$ cat src/rtl/chimera_cluster_pwr_seq_pkg.sv
// Shared types and default timing for the external-cluster power sequencer.
package chimera_cluster_pwr_seq_pkg;

    localparam int unsigned ExtClusters     = 5;
    localparam int unsigned CmdIdxW         = $clog2(ExtClusters);
    localparam int unsigned ClkSettleCycles = 4;
    localparam int unsigned RstHoldCycles   = 8;
    localparam int unsigned IdleTimeout     = 256;

    typedef enum logic [2:0] {
        StIdle,
        StClkOn,
        StRstRel,
        StIsoWait,
        StRstAssert,
        StClkOff
    } pwr_seq_state_e;

    typedef struct packed {
        logic [CmdIdxW-1:0] idx;
        logic               on;
    } pwr_seq_cmd_t;

    function automatic int unsigned max3(input int unsigned a, input int unsigned b,
                                         input int unsigned c);
        int unsigned m;
        m = (a > b) ? a : b;
        return (m > c) ? m : c;
    endfunction

endpackage

$ cat src/rtl/chimera_cluster_pwr_seq_if.sv
// Command handshake from the register slave into the power sequencer.
interface chimera_cluster_pwr_seq_if #(
    parameter int unsigned IdxW = 3
);
    logic            valid;
    logic            ready;
    logic [IdxW-1:0] cluster;
    logic            on;

    modport master (output valid, output cluster, output on, input ready);
    modport slave  (input valid, input cluster, input on, output ready);
endinterface

$ cat src/rtl/chimera_pwr_delay_cnt.sv
// Loadable down-counter that stops at zero; shared by every timed sequencer state.
module chimera_pwr_delay_cnt #(
    parameter int unsigned Width = 9
) (
    input  logic             clk_i,
    input  logic             rst_i,
    input  logic             load_i,
    input  logic [Width-1:0] load_val_i,
    output logic             zero_o
);

    logic [Width-1:0] cnt_q;

    always_ff @(posedge clk_i) begin
        if (rst_i) begin
            cnt_q <= '0;
        end else if (load_i) begin
            cnt_q <= load_val_i;
        end else if (cnt_q != '0) begin
            cnt_q <= cnt_q - 1'b1;
        end
    end

    assign zero_o = (cnt_q == '0);

endmodule

$ cat src/rtl/chimera_cluster_pwr_seq.sv
// Serialised clock-enable / reset / AXI-isolation sequencer for the external clusters.
module chimera_cluster_pwr_seq #(
    parameter int unsigned NumClusters     = chimera_cluster_pwr_seq_pkg::ExtClusters,
    parameter int unsigned ClkSettleCycles = chimera_cluster_pwr_seq_pkg::ClkSettleCycles,
    parameter int unsigned RstHoldCycles   = chimera_cluster_pwr_seq_pkg::RstHoldCycles,
    parameter int unsigned IdleTimeout     = chimera_cluster_pwr_seq_pkg::IdleTimeout
) (
    input  logic                       clk_i,
    input  logic                       rst_i,
    chimera_cluster_pwr_seq_if.slave   cmd_if,
    input  logic [NumClusters-1:0]     cluster_idle_i,
    output logic [NumClusters-1:0]     clk_en_o,
    output logic [NumClusters-1:0]     cluster_rst_o,
    output logic [NumClusters-1:0]     isolate_o,
    output logic [NumClusters-1:0]     on_o,
    output logic                       busy_o,
    output logic                       err_o
);
    import chimera_cluster_pwr_seq_pkg::*;

    localparam int unsigned CntW = $clog2(max3(ClkSettleCycles, RstHoldCycles, IdleTimeout) + 1);

    pwr_seq_state_e         state_q;
    pwr_seq_cmd_t           cmd_q;
    logic [NumClusters-1:0] clk_en_q, rst_q, iso_q, on_q;
    logic                   ready_q, err_q;

    logic            accept, bad_idx, cur_on, start_up, start_dn, sel_idle, iso_done;
    logic            cnt_load, cnt_zero;
    logic [CntW-1:0] cnt_val;

    always_comb begin
        accept   = ready_q && cmd_if.valid;
        bad_idx  = 32'(cmd_if.cluster) >= NumClusters;
        cur_on   = bad_idx ? 1'b0 : on_q[cmd_if.cluster];
        start_up = accept && !bad_idx && cmd_if.on && !cur_on;
        start_dn = accept && !bad_idx && !cmd_if.on && cur_on;
        sel_idle = cluster_idle_i[cmd_q.idx];
        iso_done = (state_q == StIsoWait) && (sel_idle || cnt_zero);

        // Each timed state reloads the counter on the edge that enters it.
        cnt_load = 1'b0;
        cnt_val  = '0;
        if (start_up) begin
            cnt_load = 1'b1;
            cnt_val  = CntW'(ClkSettleCycles - 1);
        end else if (start_dn) begin
            cnt_load = 1'b1;
            cnt_val  = CntW'(IdleTimeout - 1);
        end else if (((state_q == StClkOn) && cnt_zero) || iso_done) begin
            cnt_load = 1'b1;
            cnt_val  = CntW'(RstHoldCycles - 1);
        end
    end

    chimera_pwr_delay_cnt #(
        .Width (CntW)
    ) u_delay_cnt (
        .clk_i      (clk_i),
        .rst_i      (rst_i),
        .load_i     (cnt_load),
        .load_val_i (cnt_val),
        .zero_o     (cnt_zero)
    );

    always_ff @(posedge clk_i) begin
        if (rst_i) begin
            state_q  <= StIdle;
            cmd_q    <= '0;
            clk_en_q <= '0;
            rst_q    <= '1;
            iso_q    <= '1;
            on_q     <= '0;
            ready_q  <= 1'b1;
            err_q    <= 1'b0;
        end else begin
            err_q <= 1'b0;
            unique case (state_q)
                StIdle: begin
                    if (accept && bad_idx) begin
                        err_q <= 1'b1;
                    end else if (start_up) begin
                        cmd_q                    <= '{idx: cmd_if.cluster, on: 1'b1};
                        clk_en_q[cmd_if.cluster] <= 1'b1;
                        ready_q                  <= 1'b0;
                        state_q                  <= StClkOn;
                    end else if (start_dn) begin
                        cmd_q                 <= '{idx: cmd_if.cluster, on: 1'b0};
                        iso_q[cmd_if.cluster] <= 1'b1;
                        on_q[cmd_if.cluster]  <= 1'b0;
                        ready_q               <= 1'b0;
                        state_q               <= StIsoWait;
                    end
                end
                StClkOn: begin
                    if (cnt_zero) begin
                        rst_q[cmd_q.idx] <= 1'b0;
                        state_q          <= StRstRel;
                    end
                end
                StRstRel: begin
                    if (cnt_zero) begin
                        iso_q[cmd_q.idx] <= ~cmd_q.on;
                        on_q[cmd_q.idx]  <= cmd_q.on;
                        ready_q          <= 1'b1;
                        state_q          <= StIdle;
                    end
                end
                StIsoWait: begin
                    // A timeout is flagged but the cluster is still taken down.
                    if (iso_done) begin
                        err_q            <= ~sel_idle;
                        rst_q[cmd_q.idx] <= 1'b1;
                        state_q          <= StRstAssert;
                    end
                end
                StRstAssert: begin
                    if (cnt_zero) begin
                        clk_en_q[cmd_q.idx] <= 1'b0;
                        state_q             <= StClkOff;
                    end
                end
                StClkOff: begin
                    ready_q <= 1'b1;
                    state_q <= StIdle;
                end
                default: begin
                    ready_q <= 1'b1;
                    state_q <= StIdle;
                end
            endcase
        end
    end

    assign cmd_if.ready  = ready_q;
    assign busy_o        = ~ready_q;
    assign err_o         = err_q;
    assign clk_en_o      = clk_en_q;
    assign cluster_rst_o = rst_q;
    assign isolate_o     = iso_q;
    assign on_o          = on_q;

endmodule

$ cat src/flat_wrapper.sv
// flat-port wrapper written by rule: the top's interface ports become plain ports
module chimera_cluster_pwr_seq_flat import chimera_cluster_pwr_seq_pkg::*;
#(
    parameter int unsigned NumClusters     = chimera_cluster_pwr_seq_pkg::ExtClusters,
    parameter int unsigned ClkSettleCycles = chimera_cluster_pwr_seq_pkg::ClkSettleCycles,
    parameter int unsigned RstHoldCycles   = chimera_cluster_pwr_seq_pkg::RstHoldCycles,
    parameter int unsigned IdleTimeout     = chimera_cluster_pwr_seq_pkg::IdleTimeout
)
  (clk_i, rst_i, cluster_idle_i, clk_en_o, cluster_rst_o, isolate_o, on_o, busy_o, err_o, cmd_if_valid, cmd_if_cluster, cmd_if_on, cmd_if_ready);
  chimera_cluster_pwr_seq_if #(.IdxW(3)) cmd_if_i ();
  input  logic clk_i;
  input  logic rst_i;
  input  logic [NumClusters-1:0] cluster_idle_i;
  output logic [NumClusters-1:0] clk_en_o;
  output logic [NumClusters-1:0] cluster_rst_o;
  output logic [NumClusters-1:0] isolate_o;
  output logic [NumClusters-1:0] on_o;
  output logic busy_o;
  output logic err_o;
  input wire logic [$bits(cmd_if_i.valid)-1:0] cmd_if_valid;
  input wire logic [$bits(cmd_if_i.cluster)-1:0] cmd_if_cluster;
  input wire logic [$bits(cmd_if_i.on)-1:0] cmd_if_on;
  output wire logic [$bits(cmd_if_i.ready)-1:0] cmd_if_ready;
  assign cmd_if_i.valid = cmd_if_valid;
  assign cmd_if_i.cluster = cmd_if_cluster;
  assign cmd_if_i.on = cmd_if_on;
  assign cmd_if_ready = cmd_if_i.ready;
  chimera_cluster_pwr_seq #(.NumClusters(NumClusters), .ClkSettleCycles(ClkSettleCycles), .RstHoldCycles(RstHoldCycles), .IdleTimeout(IdleTimeout)) u_core (.clk_i(clk_i), .rst_i(rst_i), .cmd_if(cmd_if_i), .cluster_idle_i(cluster_idle_i), .clk_en_o(clk_en_o), .cluster_rst_o(cluster_rst_o), .isolate_o(isolate_o), .on_o(on_o), .busy_o(busy_o), .err_o(err_o));
endmodule
$ cat config.mk
export PLATFORM = sky130hd
export DESIGN_NAME = chimera_cluster_pwr_seq_flat
export DESIGN_NICKNAME = d
export VERILOG_FILES = /design/src/rtl/chimera_cluster_pwr_seq_pkg.sv /design/src/rtl/chimera_cluster_pwr_seq_if.sv /design/src/rtl/chimera_pwr_delay_cnt.sv /design/src/rtl/chimera_cluster_pwr_seq.sv /design/src/flat_wrapper.sv
export SDC_FILE = /design/constraint.sdc
export NUM_CORES = 1
export LEC_CHECK = 0
export CAP_MARGIN = 5
export CORE_UTILIZATION = 28
export CTS_BUF_LIST = sky130_fd_sc_hd__clkbuf_16
export DETAILED_ROUTE_END_ITERATION = 16
export PLACE_DENSITY = 0.57
export SLEW_MARGIN = 5
export SYNTH_ARGS = -nofsm -noshare
export SYNTH_HDL_FRONTEND = slang
export SYNTH_SLANG_ARGS = --single-unit
$ cat constraint.sdc
create_clock -name clk_i -period 2.2 [get_ports clk_i]
set_input_delay 0.44 -clock clk_i [delete_from_list [all_inputs] [get_ports clk_i]]
set_output_delay 0.44 -clock clk_i [all_outputs]
set_load 0.05 [all_outputs]
### Word-level counts from Yosys, hierarchy flattened

Cells that the tools add are included.

* input port bits: 12
* output and inout port bits: 23
* word-level logic and storage cells: 127
* register bits: 38

* add/subtract/negate cells: 1
* reduce and logical (&&, ||, !) cells: 31
* bitwise gates (word level): 13
* equality and inequality tests: 13
* mux-type cells: 54
* $lt $le $gt $ge: 5

Operators with widths (number)
* 5-bit 2-to-1 mux: 13
* 5-bit case mux with 2 select lines: 4
* 9-bit 2-to-1 mux: 4
* 3-bit 2-to-1 mux: 8
* 5-bit bitwise AND: 3
* 5-bit OR: 3
* 3-bit case mux with 5 select lines: 1
* 1-bit 2-to-1 mux: 14
* 2-bit by 1-bit != test with 1-bit output, second input constant: 6
* 1-bit logical AND: 11
* 5-bit bitwise mux: 2
* 5-bit NOT: 2
* 2-bit nonzero test: 5
* 9-bit logical NOT: 1
* 9-bit nonzero test: 1
* 9-bit by 1-bit subtractor with 9-bit output, second input constant: 1
* 3-bit by 4-bit < comparator with 1-bit output, second input constant: 2
* 4-bit 2-to-1 mux: 2
* 4-bit AND reduction: 2
* 1-bit binary-select mux with 3-bit select: 2
* 1-bit demux with 3-bit select: 2
* 3-bit by 2-bit equality test with 1-bit output, second input constant: 2
* 3-bit by 1-bit >= comparator with 1-bit output, second input constant: 2
* 3-bit AND reduction: 2
* other kinds (14): 22

### Depth between registers and ports, before layout

* depth after elaboration: 10
* depth in mapped cells: 9
* mapped depth without buffers: 7

### By module

A second synthesis with hierarchy kept.

* cells, all modules: 270
* area, all modules: 2290.9 sq um

Modules (own cells, without submodules)
* chimera_cluster_pwr_seq: cells each 208, seq. area each 580.6 sq um, area each 1776.7 sq um, times used 1
* chimera_pwr_delay_cnt: cells each 62, seq. area each 180.2 sq um, area each 514.2 sq um, times used 1

### Least setup slack after synthesis

OpenSTA, ideal clock, no wires.

* path type: register to register
* start: register u_core.on_q[3], in the netlist u_core.on_o[3]
* end: register u_core.u_delay_cnt.cnt_q[8]
* setup slack: -0.064 ns
* data required time: 2.140 ns
* clock period less this slack: 2.264 ns
* path buffers: 1
* setup time: 0.060 ns
* data arrival time: 2.205 ns
* stages on the path, launching flop included: 7
* cells stage by stage: dfxtp_1 -> mux2_2 -> a222oi_1 -> buf_4 -> mux2i_1 -> and2_4 -> and4_4

* cells in the longest elaborated chain, start to end: 7
* elaborated cells between the ends (all ways): 11
* classes of those cells: 7 x mux; 4 x reduce/logical

Ends and longest elaborated chain
* start: declaration: line chimera_cluster_pwr_seq.sv:25 `logic [NumClusters-1:0] clk_en_q, rst_q, iso_q, on_q;`
* start signal: indexed assignment: line chimera_cluster_pwr_seq.sv:104 `on_q[cmd_q.idx] <= cmd_q.on;`
* 1-bit binary-select mux with 3-bit select *: line chimera_cluster_pwr_seq.sv:35 `cur_on = bad_idx ? 1'b0 : on_q[cmd_if.cluster];`
* 1-bit 2-to-1 mux (implied by the code) *: line chimera_cluster_pwr_seq.sv:35
* 1-bit 2-to-1 mux *: line chimera_cluster_pwr_seq.sv:35
* 1-bit logical AND / 1-bit logical NOT (equally long branches): line chimera_cluster_pwr_seq.sv:37, chimera_cluster_pwr_seq.sv:36
* 1-bit 2-to-1 mux / 1-bit logical AND (equally long branches): line chimera_cluster_pwr_seq.sv:47, chimera_cluster_pwr_seq.sv:36
* 1-bit 2-to-1 mux / 9-bit 2-to-1 mux (equally long branches): line chimera_cluster_pwr_seq.sv:44 `if (start_up) begin`
* 9-bit 2-to-1 mux / 2-bit nonzero test (equally long branches)
* end signal: assignment: line chimera_pwr_delay_cnt.sv:18 `cnt_q <= load_val_i;`
* end signal: assignment: line chimera_pwr_delay_cnt.sv:20 `cnt_q <= cnt_q - 1'b1;`
* end: declaration: line chimera_pwr_delay_cnt.sv:12 `logic [Width-1:0] cnt_q;`

Mark *: on every way between the ends. The rest lies on a longest branch, timed or not. The select of a mux whose other input is x is not followed.
A chain may end at the register's enable or synchronous reset.

### Worst setup path in the final report

* start: input port cmd_if_cluster[1]
* end: register u_core.u_delay_cnt.cnt_q[8]

* cells in the longest elaborated chain, start to end: 8
* elaborated cells between the ends (all ways): 16
* classes of those cells: 1 x order compare; 7 x mux; 8 x reduce/logical

Ends and longest elaborated chain
* start: declaration: line flat_wrapper.sv:21 `input wire logic [$bits(cmd_if_i.cluster)-1:0] cmd_if_cluster;`
* 3-bit >= comparator: line chimera_cluster_pwr_seq.sv:34 `bad_idx = 32'(cmd_if.cluster) >= NumClusters;`
* 1-bit logical NOT: line chimera_cluster_pwr_seq.sv:36, chimera_cluster_pwr_seq.sv:37
* 1-bit logical AND: line chimera_cluster_pwr_seq.sv:36, chimera_cluster_pwr_seq.sv:37
* 1-bit logical AND (2 in series): line chimera_cluster_pwr_seq.sv:37 `start_dn = accept && !bad_idx && !cmd_if.on && cur_on;`
* 1-bit 2-to-1 mux: line chimera_cluster_pwr_seq.sv:47 `end else if (start_dn) begin`
* 1-bit 2-to-1 mux: line chimera_cluster_pwr_seq.sv:44
* 9-bit 2-to-1 mux / 2-bit nonzero test (equally long branches)

Several ways; a longest one is shown, not always the timed one. The select of a mux whose other input is x is not followed.

==> metrics <==
DR vias 2103; cell area after synthesis 2080 um^2; CP Class in2reg; Clock Skews 0.00746 ns; Die Width 88.1 um; Pleak 0.00119 uW; post-place instance area 2730 um^2; Initial Util 28.8%; Setup crit start cmd_if_cluster[1]; Post-Syn Instances 252; # IOs 35; Seq cells post-synth 38; initial antenna violation count 0; Skew-Pair Late Insertion Delay 0.28 ns; share of cells above drive strength 1 19.4%; first drt pass iteration count 4; clk sink count 38; P&R area growth vs syn 40.2%; unrepaired setup endpoints after global routing no; ys flop type dfxtp_1; DP HPWL 4.50 mm; H-tree depth 2; syn_nets 265; Fmax achieved 476 MHz; Worst Tran Pin Value 0.508 ns; worst r2r path cells 8; vias in the first global route 2050; Post-synth ARST share 0%; Worst setup EP type flip-flop; gr usage total 16.3%; status finished, final reports clean; remaining antenna violation count after routing 0; Fill cells 760; worst hold stages 2; DRC violations left 0; Crit Path Max Fanout 6; Final Instance Area 2910 um^2; dominant cells by area after synthesis dfxtp_1, a21oi_1, nand2_1, nor2_1, o21ai_0; drt wl/cell 14.4 um; WL final 5.94 mm; clk buf depth 2; Hold Path Origin u_core.isolate_o[1]; fin crit share 95.5%; Starting DRT DRC Count 77; top cell type's share of synthesized area 36.6%; gp weighted congestion 0.855; Die Y-Extent 88.1 um; # rows 31; register area 763 um^2; crit path DAT 2.33 ns; TritonCTS Buffers 5; number of synthesized flops with an enable pin 0; post-synthesis sequential area ratio 36.6%; power density cells 970 nW/um^2; Worst IR Drop VDD 0.372 mV; largest net degree at the start of global routing 15; core area 7210 um^2; DR vias/cell 5.09; Final Max Tran Viols 0; synthesized area per cell 8.24 um^2; crit path launch type input port; Final nets 327; worst min-delay path category reg2reg; Worst Hold Path EP u_core.isolate_o[1]; Fin. Hold Viols 0; max-cap viol count 0; area taken by multi-input logic gates 1230 um^2; Reg2Reg Launch Point u_core.u_delay_cnt.cnt_q[0]; Root Buffer clkbuf_16; Tmin final 2.10 ns; cell count after placement 405; Distinct cells, synth 56; worst slew margin relative to its limit 66.0%; Reg clk slew, reported paths 0.06 ns; Final setup viols 0; YS warnings 0; Crit path required time 2.43 ns; RR Endpoint u_core.state_q[0]; ant diodes 0; first-pass GRT wire length 9.78 mm; IO buf count 34; Layout Cells excl Fill 413; dominant cell type by area after synthesis dfxtp_1; Die ar. 7760 um^2; CTS tree done; global route overflow 0; R2R setup slack 0.14 ns
[worst max path at each step]
stage                                              to  slack (ns)  cells after the start
after detailed placement  u_core.u_delay_cnt.cnt_q[8]       -0.51                      7
after global placement    u_core.u_delay_cnt.cnt_q[8]       -0.51                      7
after global routing      u_core.u_delay_cnt.cnt_q[7]      0.0004                      9
final                     u_core.u_delay_cnt.cnt_q[8]         0.1                      7
after floorplan           u_core.u_delay_cnt.cnt_q[8]        0.03                      7
after CTS                 u_core.u_delay_cnt.cnt_q[8]        0.02                      7
[synthesized netlist by cell type (2+ instances only)]
| master | count |
|---|---|
| dfxtp_1 | 38 |
| nor2b_1 | 4 |
| o311ai_0 | 4 |
| a21oi_1 | 21 |
| a21o_1 | 6 |
| mux2i_1 | 5 |
| inv_1 | 13 |
| o31ai_1 | 2 |
| and3_1 | 2 |
| xor2_1 | 5 |
| xnor2_1 | 2 |
| a31oi_1 | 8 |
| o41ai_1 | 2 |
| and2_1 | 4 |
| mux2_2 | 4 |
| o311ai_1 | 2 |
| clkbuf_1 | 8 |
| nand2_1 | 23 |
| a211oi_1 | 5 |
| buf_2 | 2 |
| nor2_1 | 21 |
| or3_1 | 2 |
| buf_4 | 2 |
| o21ai_0 | 14 |
| nand2b_1 | 4 |
| nor4_1 | 4 |
| or4_1 | 2 |
| nor3_1 | 6 |
| nand3_1 | 7 |
| nor3b_1 | 4 |
[metal layers]
| metal | share of wire [%] | global-route usage [%] |
|---|---|---|
| met3 | 3.3 | 2.73 |
| met2 | 49 | 28.3 |
| met5 | 0 | 0 |
| met4 | 1.1 | 4.55 |
| met1 | 47 | 20.7 |
[worst max-delay path, cell delays in order]
cell	delay [ns]
clkdlybuf4s15_1	0.21
mux2_2	0.34
a222oi_1	0.40
buf_4	0.24
mux2i_4	0.30
and2_4	0.19
and4_4	0.21
[area by class of cell]
cell class / instances / area share, %
Clock inverter: 2 / 0.344
Sequential cell: 38 / 26.2
Multi-Input combinational cell: 188 / 42.4
Tap cell: 99 / 4.26
Inverter: 13 / 1.68
Timing Repair Buffer: 68 / 20.8
Clock buffer: 5 / 4.30
[report_power, final]
part / switching [uW] / total (uW) / leakage [uW] / internal [uW]
sequential: 120 / 902 / 0.000310 / 782
combinational: 666 / 1240 / 0.000806 / 573
clock: 273 / 682 / 0.0000694 / 409
total: 1060 / 2820 / 0.00119 / 1760
[stage by stage]
step | hold WS (ns) | utilization [%] | setup TNS [ns] | power (uW) | worst slack (ns)
2_1_floorplan | 0.464 | - | 0 | 1690 | 0.0348
3_3_place_gp | 0.437 | 37.8 | -11.84 | 2080 | -0.510
3_5_place_dp | 0.439 | 37.8 | -12.07 | 2070 | -0.511
4_1_cts | 0.449 | 39.8 | 0 | 2770 | 0.0169
5_1_grt | 0.464 | 40.3 | 0 | 3020 | 0.000421
6_report | 0.442 | 40.3 | 0 | 2820 | 0.0990
[placed cells by master, fill, tap and decap left out, drive strengths merged, types with 5 or more instances in the layout]
master / Yosys / routed
clkbuf: 8 / 5
nand2: 23 / 23
a21oi: 21 / 21
nand3: 7 / 7
xor2: 5 / 5
dfxtp: 38 / 38
inv: 13 / 13
nor3: 6 / 6
a211oi: 5 / 5
o311ai: 6 / 6
buf: 5 / 34
mux2: 5 / 5
a31oi: 8 / 8
and2: 5 / 5
nor2: 21 / 21
clkdlybuf4s50: 0 / 31
mux2i: 5 / 5
o21ai: 14 / 14
a21o: 6 / 6
[repair_timing]
action | in CTS | in global routing
setup buffers | 0 | 1
setup endpoints to repair | 25 | 27
hold buffers | 0 | 0
gates resized for setup | 3 | 10
pin swaps | 1 | 4
[logic make-up after synthesis]
group                    share of synthesized area, %
adder cells (fa/ha/maj)                         0.603
buffers and inverters                            5.55
XOR/XNOR                                         2.95
AND/OR/NAND/NOR                                  24.4
flip-flops                                       36.6
AO/OA/AOI/OAI                                    24.6
multiplexers                                     5.30
Power figures use the tool's default switching activity.
